**config.mk**
```make
export PLATFORM = sky130hd
export DESIGN_NAME = mem_stage
export DESIGN_NICKNAME = d
export VERILOG_FILES = /design/src/rtl/mem_stage.sv
export SDC_FILE = /design/constraint.sdc
export NUM_CORES = 1
export LEC_CHECK = 0
export CAP_MARGIN = 20
export CELL_PAD_IN_SITES_DETAIL_PLACEMENT = 0
export CELL_PAD_IN_SITES_GLOBAL_PLACEMENT = 1
export CORE_ASPECT_RATIO = 1.5
export CORE_MARGIN = 1
export CORE_UTILIZATION = 31
export DETAILED_ROUTE_END_ITERATION = 8
export PLACE_DENSITY = 0.87
export SYNTH_ARGS = -nofsm -noshare
export SYNTH_HDL_FRONTEND = slang
export SYNTH_SLANG_ARGS = --single-unit
export TNS_END_PERCENT = 20
```
**constraint.sdc**
```tcl
create_clock -name clk -period 2.1 [get_ports clk]
set_input_delay 0.42 -clock clk [delete_from_list [all_inputs] [get_ports clk]]
set_output_delay 0.42 -clock clk [all_outputs]
set_load 0.01 [all_outputs]
```
**src/rtl/mem_stage.sv**
```systemverilog
// MEM pipeline stage: holds one instruction, waits for its data-memory response,
// buffers it across WB stalls, and discards responses orphaned by a flush.
module mem_stage (
    input  logic         clk,
    input  logic         reset,
    input  logic         flush,
    input  logic         es_to_ms_valid,
    input  logic [118:0] es_to_ms_bus,
    output logic         ms_allowin,
    input  logic         data_data_ok,
    input  logic [31:0]  data_rdata,
    input  logic         ws_allowin,
    output logic         ms_to_ws_valid,
    output logic [149:0] ms_to_ws_bus,
    output logic [4:0]   MEM_dest,
    output logic [31:0]  MEM_result,
    output logic         ms_load_stall,
    output logic         ms_ex
);

    logic         ms_valid;
    logic [118:0] bus_r;
    logic         rbuf_valid;
    logic [31:0]  rbuf;
    logic [1:0]   cancel_cnt;

    logic         mem_req;
    logic         res_from_mem;
    logic [11:0]  mem_inst;
    logic [31:0]  rt_value;
    logic [1:0]   rdata_type;
    logic         ex;
    logic         gr_we;
    logic [4:0]   dest;
    logic [31:0]  result;
    logic [31:0]  pc;

    logic         own_resp;
    logic         stale_resp;
    logic         got_data;
    logic         ms_ready_go;
    logic         handoff;
    logic         buffer_resp;
    logic         cancel_inc;
    logic [31:0]  ms_data;

    assign {mem_req, res_from_mem, mem_inst, rt_value, rdata_type,
            ex, gr_we, dest, result, pc} = bus_r;

    // A response belongs to the current instruction only once every
    // response owed to previously flushed requests has drained.
    assign own_resp    = data_data_ok & (cancel_cnt == 2'd0);
    assign stale_resp  = data_data_ok & (cancel_cnt != 2'd0);
    assign got_data    = rbuf_valid | own_resp;
    assign ms_ready_go = ~mem_req | got_data;

    assign ms_allowin     = ~ms_valid | (ms_ready_go & ws_allowin);
    assign ms_to_ws_valid = ms_valid & ms_ready_go & ~flush;
    assign handoff        = ms_to_ws_valid & ws_allowin;

    assign buffer_resp = own_resp & ms_valid & mem_req & ~rbuf_valid & ~ws_allowin & ~flush;
    assign cancel_inc  = flush & ms_valid & mem_req & ~got_data;

    assign ms_data = rbuf_valid ? rbuf : data_rdata;

    assign ms_to_ws_bus = {res_from_mem, mem_inst, rt_value, ms_data, rdata_type,
                           ex, gr_we, dest, result, pc};

    assign MEM_dest      = dest & {5{ms_valid}};
    assign MEM_result    = result;
    assign ms_load_stall = ms_valid & res_from_mem;
    assign ms_ex         = ms_valid & ex;

    always_ff @(posedge clk) begin
        if (reset) begin
            ms_valid <= 1'b0;
        end else if (flush) begin
            ms_valid <= 1'b0;
        end else if (ms_allowin) begin
            ms_valid <= es_to_ms_valid;
        end
    end

    always_ff @(posedge clk) begin
        if (reset) begin
            bus_r <= '0;
        end else if (es_to_ms_valid & ms_allowin & ~flush) begin
            bus_r <= es_to_ms_bus;
        end
    end

    // Holds a response that arrived while WB could not take it.
    always_ff @(posedge clk) begin
        if (reset) begin
            rbuf_valid <= 1'b0;
            rbuf       <= '0;
        end else if (flush | handoff) begin
            rbuf_valid <= 1'b0;
        end else if (buffer_resp) begin
            rbuf_valid <= 1'b1;
            rbuf       <= data_rdata;
        end
    end

    // Counts responses still owed to requests whose instruction was flushed.
    always_ff @(posedge clk) begin
        if (reset) begin
            cancel_cnt <= 2'd0;
        end else begin
            case ({cancel_inc, stale_resp})
                2'b10: begin
                    if (cancel_cnt != 2'd3) begin
                        cancel_cnt <= cancel_cnt + 2'd1;
                    end
                end
                2'b01:   cancel_cnt <= cancel_cnt - 2'd1;
                default: cancel_cnt <= cancel_cnt;
            endcase
        end
    end

    cancel_cnt_never_saturates: assert property (
        @(posedge clk) disable iff (reset) cancel_cnt != 2'd3
    );

endmodule

```
======== After elaboration in Yosys (flattened, before gate mapping) ========
Cells that the tools add are included.
word-level totals
  flip-flop bits (word level) ............. 155
  logic and storage cells ................. 51
  memory bits (writable) .................. 0
  output and inout bits ................... 191
  memories kept ........................... 0
  memory bits (read-only) ................. 0
  bits in latches ......................... 0
  input bits .............................. 157
cells by class
  multiplexer cells ....................... 3
  bitwise operators ....................... 30
  divide/modulo/power cells ............... 0
  shift operators ......................... 0
  add/sub/neg operators ................... 2
  equality and inequality tests ........... 4
  reductions and logical operators ........ 7
  order comparisons ....................... 0
  multipliers ............................. 0
operators with widths
  operator                                          count
  2-to-1 mux 32 bit                                 1
  AND 1 bit                                         18
  inverter 1 bit                                    7
  AND 5 bit                                         1
  != test 2 bit, second input constant              2
  bitwise OR 1 bit                                  4
  one-hot mux 2 bit (2 select lines)                1
  AND reduction 2 bit                               2
  nonzero test 2 bit                                2
  OR reduction 2 bit                                2
  adder 2 x 1 -> 2 bit, second input constant       1
  == test 2 x 1 -> 1 bit, second input constant     1
  == test 2 bit, second input constant              1
  zero test 2 bit                                   1
  2-to-1 mux 2 bit                                  1
  subtractor 2 x 1 -> 2 bit, second input constant  1

======== Logic depth before layout (Yosys ltp) ========
Gate-level depths: netlist of run 1.
  depth after elaboration ................. 10
  depth in mapped cells ................... 7
  gate-level depth less buffers ........... 3

======== Worst setup path after synthesis of run 1 ========
Ideal clock, no wire load.
  path type ............................... in2reg
  start point ............................. input data_data_ok
  end point ............................... register bus_r[0]
  library setup time ...................... 72 ps
  cell stages on the path ................. 5
  data arrival time ....................... 1,703 ps
  path slack .............................. 325 ps
  cell sequence ........................... or3b_4 > a2111oi_4 > buf_12 > buf_12 > mux2i_1
between the ends
  word-level cells in the longest chain between the ends .. 7
ends and longest elaborated chain
  what                     line  RTL
  start, declared          10    input logic data_data_ok,
  AND 1 bit                52    assign own_resp = data_data_ok & (cancel_cnt == 2'd0);
  bitwise OR 1 bit         54    assign got_data = rbuf_valid | own_resp;
  bitwise OR 1 bit         55    assign ms_ready_go = ~mem_req | got_data;
  AND 1 bit                57    assign ms_allowin = ~ms_valid | (ms_ready_go & ws_allowin);
  bitwise OR 1 bit         57
  AND 1 bit (2 in series)  87    end else if (es_to_ms_valid & ms_allowin & ~flush) begin
  end signal, assigned     88    bus_r <= es_to_ms_bus;
  end, declared            22    logic [118:0] bus_r;
No other way between the ends.
A chain may end at the register's enable or synchronous reset.

======== Worst setup path in the final report of run 1 ========
  start point ............................. register rbuf_valid
  end point ............................... output ms_to_ws_bus[78]
between the ends
  word-level cells in the longest chain between the ends .. 1
ends and longest elaborated chain
  what                    line  RTL
  start, declared         23    logic rbuf_valid;
  start signal, assigned  95    rbuf_valid <= 1'b0;
  start signal, assigned  98    rbuf_valid <= 1'b0;
  start signal, assigned  100   rbuf_valid <= 1'b1;
  2-to-1 mux 32 bit       64    assign ms_data = rbuf_valid ? rbuf : data_rdata;
  end, declared           14    output logic [149:0] ms_to_ws_bus,
No other way between the ends.

==> run_results.csv, run 1 <==
group,metric,value,unit
min_path,min_path_type,"reg -> reg",
worst_setup_path,critPathRequiredTime,1.68,ns
synth,yosys_register_bits,155,
synth,synth-edff-count,0,
synth,synthArstFlopShare,0,
power_and_ir_drop,p_per_area,667.8,nW/um2
clocking,cts.reportedPaths.clkPinSlew,0.07,ns
global_route,grt_overflow,0,
floorplanning,dieArea,26780,um2
worst_setup_path,path_buf_inv,2,
synth,ys_seq_area_frac,0.3833,
global_route,first_global_vias,6050,
finish,area_delta_synth_final,42.95,%
synth,ys_warn_count,0,
global_route,grt_max_degree,62,
floorplanning,core_area,25760,um2
finish,stdcell_area,11570,um2
route,vias_per_cell,4.527,
global_route,grtUsageTotal,0.1573,
worst_setup_path,cpMaxStageDelayCell,"dfxtp_4",
worst_setup_path,worstRegToRegCells,5,
min_path,min_path_cells,2,
floorplanning,initial_core_util,0.3142,
placement,dp_hpwl,15.77,mm
route,dr.first_iter.drc_count,190,
synth,synth_cells,895,
power_and_ir_drop,p_leak,4.459,nW
floorplanning,die_w,133.9,um
placement,place_area,10880,um2
sta,relSlewSlack,0.7296,
worst_setup_path,cp-start-kind,"flip-flop",
worst_setup_path,cpPeakStageDelay,0.41,ns
clocking,htree_levels,4,
finish,antennaDiodeCount,0,
sta,setup_viol,0,
worst_setup_path,cp.depth,3,
sta,tightestPinTransition,0.4055,ns
synth,syn-cell-area,8095,um2
route,drc,0,
placement,io_buffers,347,
synth,syn_avg_cell_area,9.045,um2
global_route,grt_pass1_wl,32.62,mm
global_route,antenna_found_initial,0,
sta,fin_crit,2.033,ns
route,firstDrtPassIters,6,
clocking,postCtsSetupBuffers,0,
job,maxCapViolations,0,
worst_setup_path,end_kind,"primary output",
power_and_ir_drop,ir_worst_vdd,0.0005158,V
clocking,root_buffer,"clkbuf_16",
sta,max_freq,491.8,MHz
clocking,clock_path_buffers,2,
sta,finalHoldViolations,0,
clocking,cts_hold_buf,0,
route,routed_wl,21.84,mm
floorplanning,row_count,72,
floorplanning,fp.dieH,199.9,um
clocking,cts_buffers,17,
worst_setup_path,cp.arrival,1.61,ns
finish,final_nets,1237,
synth,synth_nets,1052,
clocking,clk_latency,0.42,ns
worst_setup_path,worstSetupPathType,"reg -> out",
route,final_antenna_net_count,0,
synth,synthDistinctLibCells,32,
worst_setup_path,path_cells,"buf_12 > mux2_2 > dlygate4sd2_1",
route,routedWlPerCell,15.31,um
sta,finalClockSkew,0.008435,ns
sta,fin_crit_sh,0.9683,
floorplanning,ios,348,
route,num_vias,6456,
clocking,cts_tree,"built",
worst_setup_path,path_max_fanout,13,
sta,rsz0062_at_grt,"no",
placement,gp_congestion,0.7828,
synth,synthFlopType,"dfxtp_1",
sta,drv_slew,0,
finish,drive_above_1_share,0.1299,
worst_setup_path,cp_top_family,"buffers and inverters",
clocking,cts.sinks,155,
run_status,outcome,"complete, no violations",
power_and_ir_drop,finalPower,7.728,mW
worst paths after layout:
check,endpoint,slack (ns),from
worst min-delay path,bus_r[112],0.45,bus_r[112]
worst max-delay path,ms_to_ws_bus[78],0.07,rbuf_valid
worst max register to register,bus_r[53],0.18,cancel_cnt[1]
worst min register to register,bus_r[112],0.45,bus_r[112]
synthesized netlist by cell type, drive strengths merged (3+ instances only):
cell type  instances  share of area
nor2               3         0.0014
a31o              33          0.036
mux2              32          0.045
buf              168           0.17
nand2            241           0.11
inv               35          0.016
mux2i            119           0.15
clkbuf            47          0.022
and2               7         0.0054
o21ai              4         0.0025
dfxtp            155           0.38
a311oi            34          0.037
where the power goes:
group          internal [mW]  switching, mW
clock                   1.92           1.39
combinational          0.761          0.514
sequential              3.06         0.0784
total                   5.74           1.98
metal layers:
layer / global-route usage / vias up / wire (um)
li1: - / 3195 / -
met1: 0.1689 / 3011 / 8500
met2: 0.2875 / 237 / 11350
met3: 0.05429 / 13 / 1786
met4: 0.04798 / 0 / 206
met5: 0 / - / 0
worst register-to-register path: stages, from the launching register on:
cell       delay [ns]
dfxtp_1          0.38
or3b_4           0.44
a2111oi_4        0.37
buf_12           0.22
buf_12           0.22
mux2i_1          0.22
flip-flops by register name, indices dropped and copies added, names as in the netlist:
| register | count |
|---|---|
| rbuf | 32 |
| rbuf_valid | 1 |
| ms_valid | 1 |
| cancel_cnt | 2 |
| bus_r | 119 |
layout by cell type, fill, tap and decap left out, types with 2 or more instances in the layout:
cell type | synthesis | routed
a311oi_1 | 34 | 34
a31o_2 | 33 | 33
and2_1 | 7 | 7
buf_12 | 12 | 18
buf_4 | 151 | 14
bufinv_16 | 0 | 3
clkbuf_16 | 0 | 18
clkdlybuf4s15_1 | 0 | 26
clkdlybuf4s50_1 | 0 | 305
clkinv_4 | 0 | 3
clkinvlp_4 | 0 | 2
dfxtp_1 | 155 | 153
dfxtp_4 | 0 | 2
dlygate4sd2_1 | 0 | 7
dlymetal6s2s_1 | 0 | 8
inv_1 | 34 | 34
inv_6 | 0 | 2
inv_8 | 0 | 6
mux2_2 | 32 | 32
mux2i_1 | 119 | 119
nand2_1 | 241 | 241
nor2_1 | 3 | 2
o21ai_0 | 4 | 3
or2_2 | 2 | 2
cell families after synthesis:
family,count (synthesis),synth area share
DFF,155,0.3833
and+or+nand+nor,263,0.1309
muxes,151,0.1917
buffers and inverters,250,0.2116
AOI/OAI and AO/OA,76,0.08254
through the flow:
stage | hold slack, ns | setup TNS, ns | util | std cells | setup slack [ns]
finish | 0.4523 | 0 | 0.4492 | 1426 | 0.06651
global route | 0.4708 | 0 | 0.4492 | 1426 | 0.003508
CTS | 0.4563 | 0 | 0.4461 | 1425 | 0.003875
detailed placement | 0.4460 | -46.73 | 0.4223 | 1393 | -0.3908
global placement | 0.4407 | -39.35 | 0.4223 | 1393 | -0.3144
floorplan | 0.4351 | 0 | - | 895 | 0.3251
what timing repair did:
item,CTS,global route
resized for setup,44,35
gates cloned,0,1
endpoints found under the setup margin,41,27
cell type report:
class	instances	area, um2
clock buffer	17	425.4
multi-input combinational	490	3288
sequential	155	3110
clock inverter	15	205.2
fill	2537	14190
timing repair buffer	381	3988
tap	333	416.7
inverter	35	138.9
Note: power is estimated with default switching activity, not from simulation.
==> run 2: changes to the inputs <==
Settings changed: CORE_ASPECT_RATIO 1.5 to not set, CORE_UTILIZATION 31 to 46, DONT_BUFFER_PORTS set to 1, PLACE_DENSITY 0.87 to 0.86.
==> run 2 against run 1 <==
Effect of this change:
- power decreased by 14%
- critical path type unchanged
- clock skew is 0.0023 ns higher
- maximum frequency rose by 2.5%
- cell area decreased by 34%
- worst hold slack got worse by 0.33 ns
- register-to-register slack is essentially flat
- worst setup slack improved by 0.050 ns
- critical endpoint is now ms_to_ws_valid
- largest cell class is now multi-input combinational cells
==> run_results.csv, run 2 (synthesis results as in run 1) <==
group,metric,value,unit
finish,final_common_cell,"nand2_1",
floorplanning,fp.dieH,134.7,um
placement,gp_congestion,0.7213,
clocking,cts_buffers,17,
route,vias_per_cell,5.251,
global_route,antenna_found_initial,0,
placement,io_buffers,0,
clocking,clock_path_buffers,2,
placement,dp_hpwl,11.73,mm
worst_setup_path,path_max_fanout,35,
worst_setup_path,worstSetupPathType,"reg -> out",
floorplanning,ios,348,
global_route,grt_max_degree,71,
global_route,grtUsageTotal,0.1716,
sta,fin_crit,1.984,ns
power_and_ir_drop,p_leak,2.864,nW
finish,multi_input_area,3288,um2
global_route,grt_overflow,0,
route,drc,0,
global_route,grt_pass1_wl,24.38,mm
finish,fillCellCount,1649,
global_route,first_global_vias,4362,
route,num_vias,5025,
clocking,root_buffer,"clkbuf_16",
sta,finalClockSkew,0.01074,ns
sta,max_freq,504.1,MHz
clocking,postCtsSetupBuffers,0,
sta,worst_slack,0.1161,ns
worst_setup_path,r2r_start,"cancel_cnt[1]",
job,maxCapViolations,0,
min_path,min_path_cells,1,
finish,antennaDiodeCount,0,
worst_setup_path,critPathRequiredTime,1.68,ns
finish,stdcell_area,7654,um2
clocking,htree_levels,4,
placement,place_area,7079,um2
sta,setup_tns,0,ns
power_and_ir_drop,pwr-share-seq,0.486,
sta,fin_crit_sh,0.9447,
clocking,cts_hold_buf,0,
sta,finalHoldViolations,0,
route,dr.first_iter.drc_count,205,
finish,final_nets,877,
power_and_ir_drop,p_clk_frac,0.442,
worst_setup_path,r2r_slack,0.17,ns
min_path,min_path_type,"in -> reg",
finish,area_delta_synth_final,-5.456,%
power_and_ir_drop,comb_power_share,0.072,
worst_setup_path,cp.arrival,1.56,ns
floorplanning,core_area,17240,um2
power_and_ir_drop,p_int,4.922,mW
floorplanning,dieArea,18130,um2
power_and_ir_drop,ir_worst_vdd,0.0005036,V
sta,setup_viol,0,
sta,rsz0062_at_grt,"yes",
finish,largestRegisters,"bus_r x119, rbuf x32, cancel_cnt x2",
sta,drv_slew,0,
finish,top_register,"bus_r",
sta,tightestPinTransition,0.5148,ns
route,routedWlPerCell,17.41,um
floorplanning,initial_core_util,0.4697,
finish,seq_area,3103,um2
run_status,outcome,"complete, no violations",
power_and_ir_drop,p_per_area,871.4,nW/um2
finish,layout_common_cells,"nand2_1, dfxtp_1, mux2i_1",
placement,dpl_worst_slack,0.1476,ns
clocking,cts.sinks,155,
finish,largest_reg_flops,119,
power_and_ir_drop,power_switching,1.747,mW
worst_setup_path,worstRegToRegCells,5,
floorplanning,die_w,134.7,um
clocking,cts.reportedPaths.clkPinSlew,0.06,ns
clocking,cts_tree,"built",
power_and_ir_drop,switching_share,0.2620,
worst_setup_path,cp-start-kind,"flip-flop",
min_path,min_to,"ms_valid",
finish,drive_above_1_share,0.1708,
worst_setup_path,r2r_end,"bus_r[12]",
route,routed_wl,16.67,mm
floorplanning,row_count,48,
clocking,clk_latency,0.41,ns
min_path,hold_start,"ws_allowin",
route,firstDrtPassIters,4,
route,final_antenna_net_count,0,
worst_setup_path,end_kind,"primary output",
power_and_ir_drop,finalPower,6.669,mW
sta,relSlewSlack,0.6568,
-- run 2: changes by cell type in the layout (fill, tap and decap cells not counted), sizes merged --
| cell | before | now |
|---|---|---|
| clkinvlp | 2 | 3 |
| clkdlybuf4s50 | 305 | 0 |
| buf | 33 | 21 |
| clkinv | 3 | 5 |
| clkbuf | 18 | 17 |
| bufinv | 3 | 1 |
| clkdlybuf4s15 | 27 | 0 |
| dlygate4sd2 | 7 | 0 |
| dlymetal6s2s | 8 | 0 |
| inv | 42 | 40 |
-- run 2: timing repair --
| action | 4_1_cts | 5_1_grt |
|---|---|---|
| resized for setup | 1 | 3 |
| endpoints found under the setup margin | 1 | 2 |
| hold endpoints to repair | 0 | 0 |
-- run 2: how the worst max path moves through the flow --
stage	startpoint	endpoint	cells after the start
2_1_floorplan	data_data_ok	bus_r[0]	5
3_3_place_gp	data_data_ok	bus_r[11]	5
3_5_place_dp	data_data_ok	bus_r[51]	5
4_1_cts	cancel_cnt[0]	ms_allowin	5
5_1_grt	cancel_cnt[0]	ms_allowin	5
6_report	rbuf_valid	ms_to_ws_valid	4
-- run 2: per-stage QoR --
stage	hold WS, ns	util	instances
after global placement	0.4879	0.4107	926
after detailed placement	0.4929	0.4107	926
after floorplan	0.4351	-	895
after CTS	0.1008	0.4436	957
after global routing	0.1022	0.4440	957
final	0.1222	0.4440	957
-- run 2: critical path: stages (launching register included) --
cell      delay, ns
dfxtp_1        0.36
buf_8          0.26
nand2b_1       0.18
o21ai_0        0.09
nor2_1         0.26
-- run 2: power groups by stage --
stage | combinational (mW) | clock [mW] | sequential, mW
after global routing | 0.527 | 3.17 | 3.26
after detailed placement | 0.483 | 0 | 3.31
after CTS | 0.484 | 3.04 | 3.25
final | 0.482 | 2.94 | 3.24
after global placement | 0.473 | 0 | 3.31
after floorplan | 0.727 | 0 | 3.18
-- run 2: cell type report --
| type | instances | share of cell area |
|---|---|---|
| inverter | 35 | 0.01782 |
| sequential | 155 | 0.4054 |
| clock inverter | 14 | 0.01798 |
| clock buffer | 17 | 0.05558 |
| multi-input combinational | 490 | 0.4296 |
| timing repair buffer | 21 | 0.03678 |
| tap | 225 | 0.03678 |
-- run 2: metal layers --
layer	up-vias	part of all wire	GRT usage
met5	-	0	0
met4	0	0.0076	0.04869
met3	9	0.096	0.07658
met2	215	0.50	0.2935
met1	2340	0.39	0.1917
li1	2461	-	-
==> run 3: changes to the inputs <==
Settings changed: CORE_ASPECT_RATIO set to 1.5, CORE_UTILIZATION 46 to 42, PLACE_DENSITY 0.86 to 0.83.
Clock period 2.1 ns to 1.6 ns, I/O delays scaled along.
==> run 3 against run 2 <==
Effect of this change:
- the flow now finishes with violations (setup timing)
- clock skew rose by 0.0049 ns
- clock power rose by 43%
- utilization fell by 0.29 points
- sequential cell count did not move
- cell count up 6.0%
- routed wire length is 11% higher
- worst setup slack got worse by 0.32 ns
- critical path depth is 1 higher
- sequential power is 31% higher
- cell area up 7.8%
- critical path type is now reg -> reg
- largest power group unchanged
==> run_results.csv, run 3 (synthesis results as in run 1) <==
group,metric,value,unit
route,routedWlPerCell,18.31,um
sta,relSlewSlack,0.7639,
finish,top_register,"bus_r",
worst_setup_path,cpPeakStageDelay,0.40,ns
finish,area_delta_synth_final,1.901,%
sta,setup_tns,-25.23,ns
job,maxCapViolations,0,
worst_setup_path,cp.arrival,2.15,ns
placement,dp_hpwl,12.74,mm
sta,rsz0062_at_grt,"yes",
worst_setup_path,end_kind,"flip-flop",
finish,layout_common_cells,"nand2_1, dfxtp_1, mux2i_1",
sta,tightestPinTransition,0.3541,ns
placement,io_buffers,0,
placement,dpl_worst_slack,-0.2265,ns
route,routed_wl,18.57,mm
clocking,htree_levels,4,
clocking,clock_path_buffers,2,
route,firstDrtPassIters,6,
worst_setup_path,path_max_fanout,21,
sta,fin_crit_sh,1.129,
finish,drive_above_1_share,0.2100,
worst_setup_path,path_cells,"or3b_4 > a2111oi_4 > buf_12 > buf_12 > mux2i_1",
global_route,grtUsageTotal,0.1762,
route,drc,0,
global_route,antenna_found_initial,0,
power_and_ir_drop,ir_worst_vdd,0.0005607,V
finish,fin_cells,1014,
finish,fillCellCount,1791,
placement,place_inst,967,
route,vias_per_cell,5.166,
sta,finalClockSkew,0.01563,ns
min_path,min_path_type,"in -> reg",
worst_setup_path,worstSetupPathType,"reg -> reg",
finish,largest_reg_flops,119,
clocking,cts.reportedPaths.clkPinSlew,0.07,ns
clocking,root_buffer,"clkbuf_16",
sta,worst_slack,-0.2069,ns
floorplanning,die_w,115.4,um
worst_setup_path,crit_top_cell,"buf_12",
global_route,grt.met2_usage,0.3192,
clocking,clk_latency,0.43,ns
sta,finalHoldViolations,0,
floorplanning,ios,348,
global_route,grt-busiest-layer,"met2",
sta,setup_viol,185,
sta,max_freq,553.4,MHz
clocking,cts_buffers,17,
placement,gp_congestion,0.7249,
global_route,gr-usage-met3,0.07816,
worst_setup_path,critPathRequiredTime,1.95,ns
worst_setup_path,cpMaxStageDelayCell,"or3b_4",
route,dr.first_iter.drc_count,163,
clocking,cts.sinks,155,
floorplanning,core_area,18700,um2
run_status,violations,"setup timing",
global_route,first_global_vias,4796,
sta,drv_slew,0,
route,final_antenna_net_count,0,
sta,fin_crit,1.807,ns
finish,largestRegisters,"bus_r x119, rbuf x32, cancel_cnt x2",
worst_setup_path,cp-start-kind,"flip-flop",
min_path,min_path_cells,2,
worst_setup_path,worstRegToRegCells,5,
global_route,grt_overflow,0,
floorplanning,fp.dieH,172.0,um
clocking,cts_tree,"built",
floorplanning,initial_core_util,0.4329,
global_route,grt_pass1_wl,26.05,mm
floorplanning,row_count,61,
power_and_ir_drop,p_leak,3.195,nW
finish,antennaDiodeCount,0,
global_route,grt_max_degree,55,
floorplanning,dieArea,19850,um2
global_route,use_met1,0.1730,
run_status,outcome,"finished, violations left",
power_and_ir_drop,p_per_area,1114,nW/um2
route,num_vias,5238,
finish,final_common_cell,"nand2_1",
finish,final_nets,907,
run 3: worst max-delay path: cells and delay by family, from the launching register on:
| family | cells | cell delay, ns |
|---|---|---|
| AND/OR/NAND/NOR | 1 | 0.40 |
| AO/OA/AOI/OAI | 1 | 0.38 |
| flip-flops | 1 | 0.32 |
| multiplexers | 1 | 0.21 |
| buffers and inverters | 2 | 0.41 |
run 3: report_power, final:
group          internal [mW]  switching (mW)
combinational          0.341           0.395
sequential              4.02           0.231
clock                   2.56            1.64
total                   6.92            2.27
run 3: repair_timing:
item,4_1_cts,5_1_grt
gates resized for setup,47,5
setup buffers,10,0
hold buffers,1,0
cloned,3,2
hold endpoints to repair,2,0
pin swaps,4,4
setup endpoints to repair,150,186
run 3: final cells by class:
cell class              count  area (um2)  area share
multi-input cells         490        3422      0.4148
flip-flops and latches    155        3109      0.3769
repair buffers             51       653.1     0.07917
clock buffers              20       466.7     0.05658
well taps                 252       315.3     0.03822
clock inverters            11       143.9     0.01744
inverters                  35       138.9     0.01684
run 3: final timing paths:
kind                          from          to  slack [ns]
setup / recovery     cancel_cnt[1]   bus_r[66]       -0.21
hold / removal    es_to_ms_bus[85]   bus_r[85]        0.03
setup reg to reg     cancel_cnt[1]   bus_r[66]       -0.21
hold reg to reg         bus_r[115]  bus_r[115]        0.50
run 3: metal layers:
layer	vias up	wire [um]
met3	16	1732
met5	-	0
met2	245	9718
met4	0	255
li1	2537	-
met1	2440	6860
run 3: per-stage QoR:
step           utilization  total power, mW  cell area (um2)  hold WS (ns)
5_1_grt             0.4412            9.551             8249    0.00002981
3_3_place_gp        0.3869            5.007             7234        0.4346
6_report            0.4412            9.191             8249       0.02796
2_1_floorplan            -            5.129             8107        0.4253
4_1_cts             0.4377            9.289             8184      0.004937
3_5_place_dp        0.3869            5.023             7234        0.4456
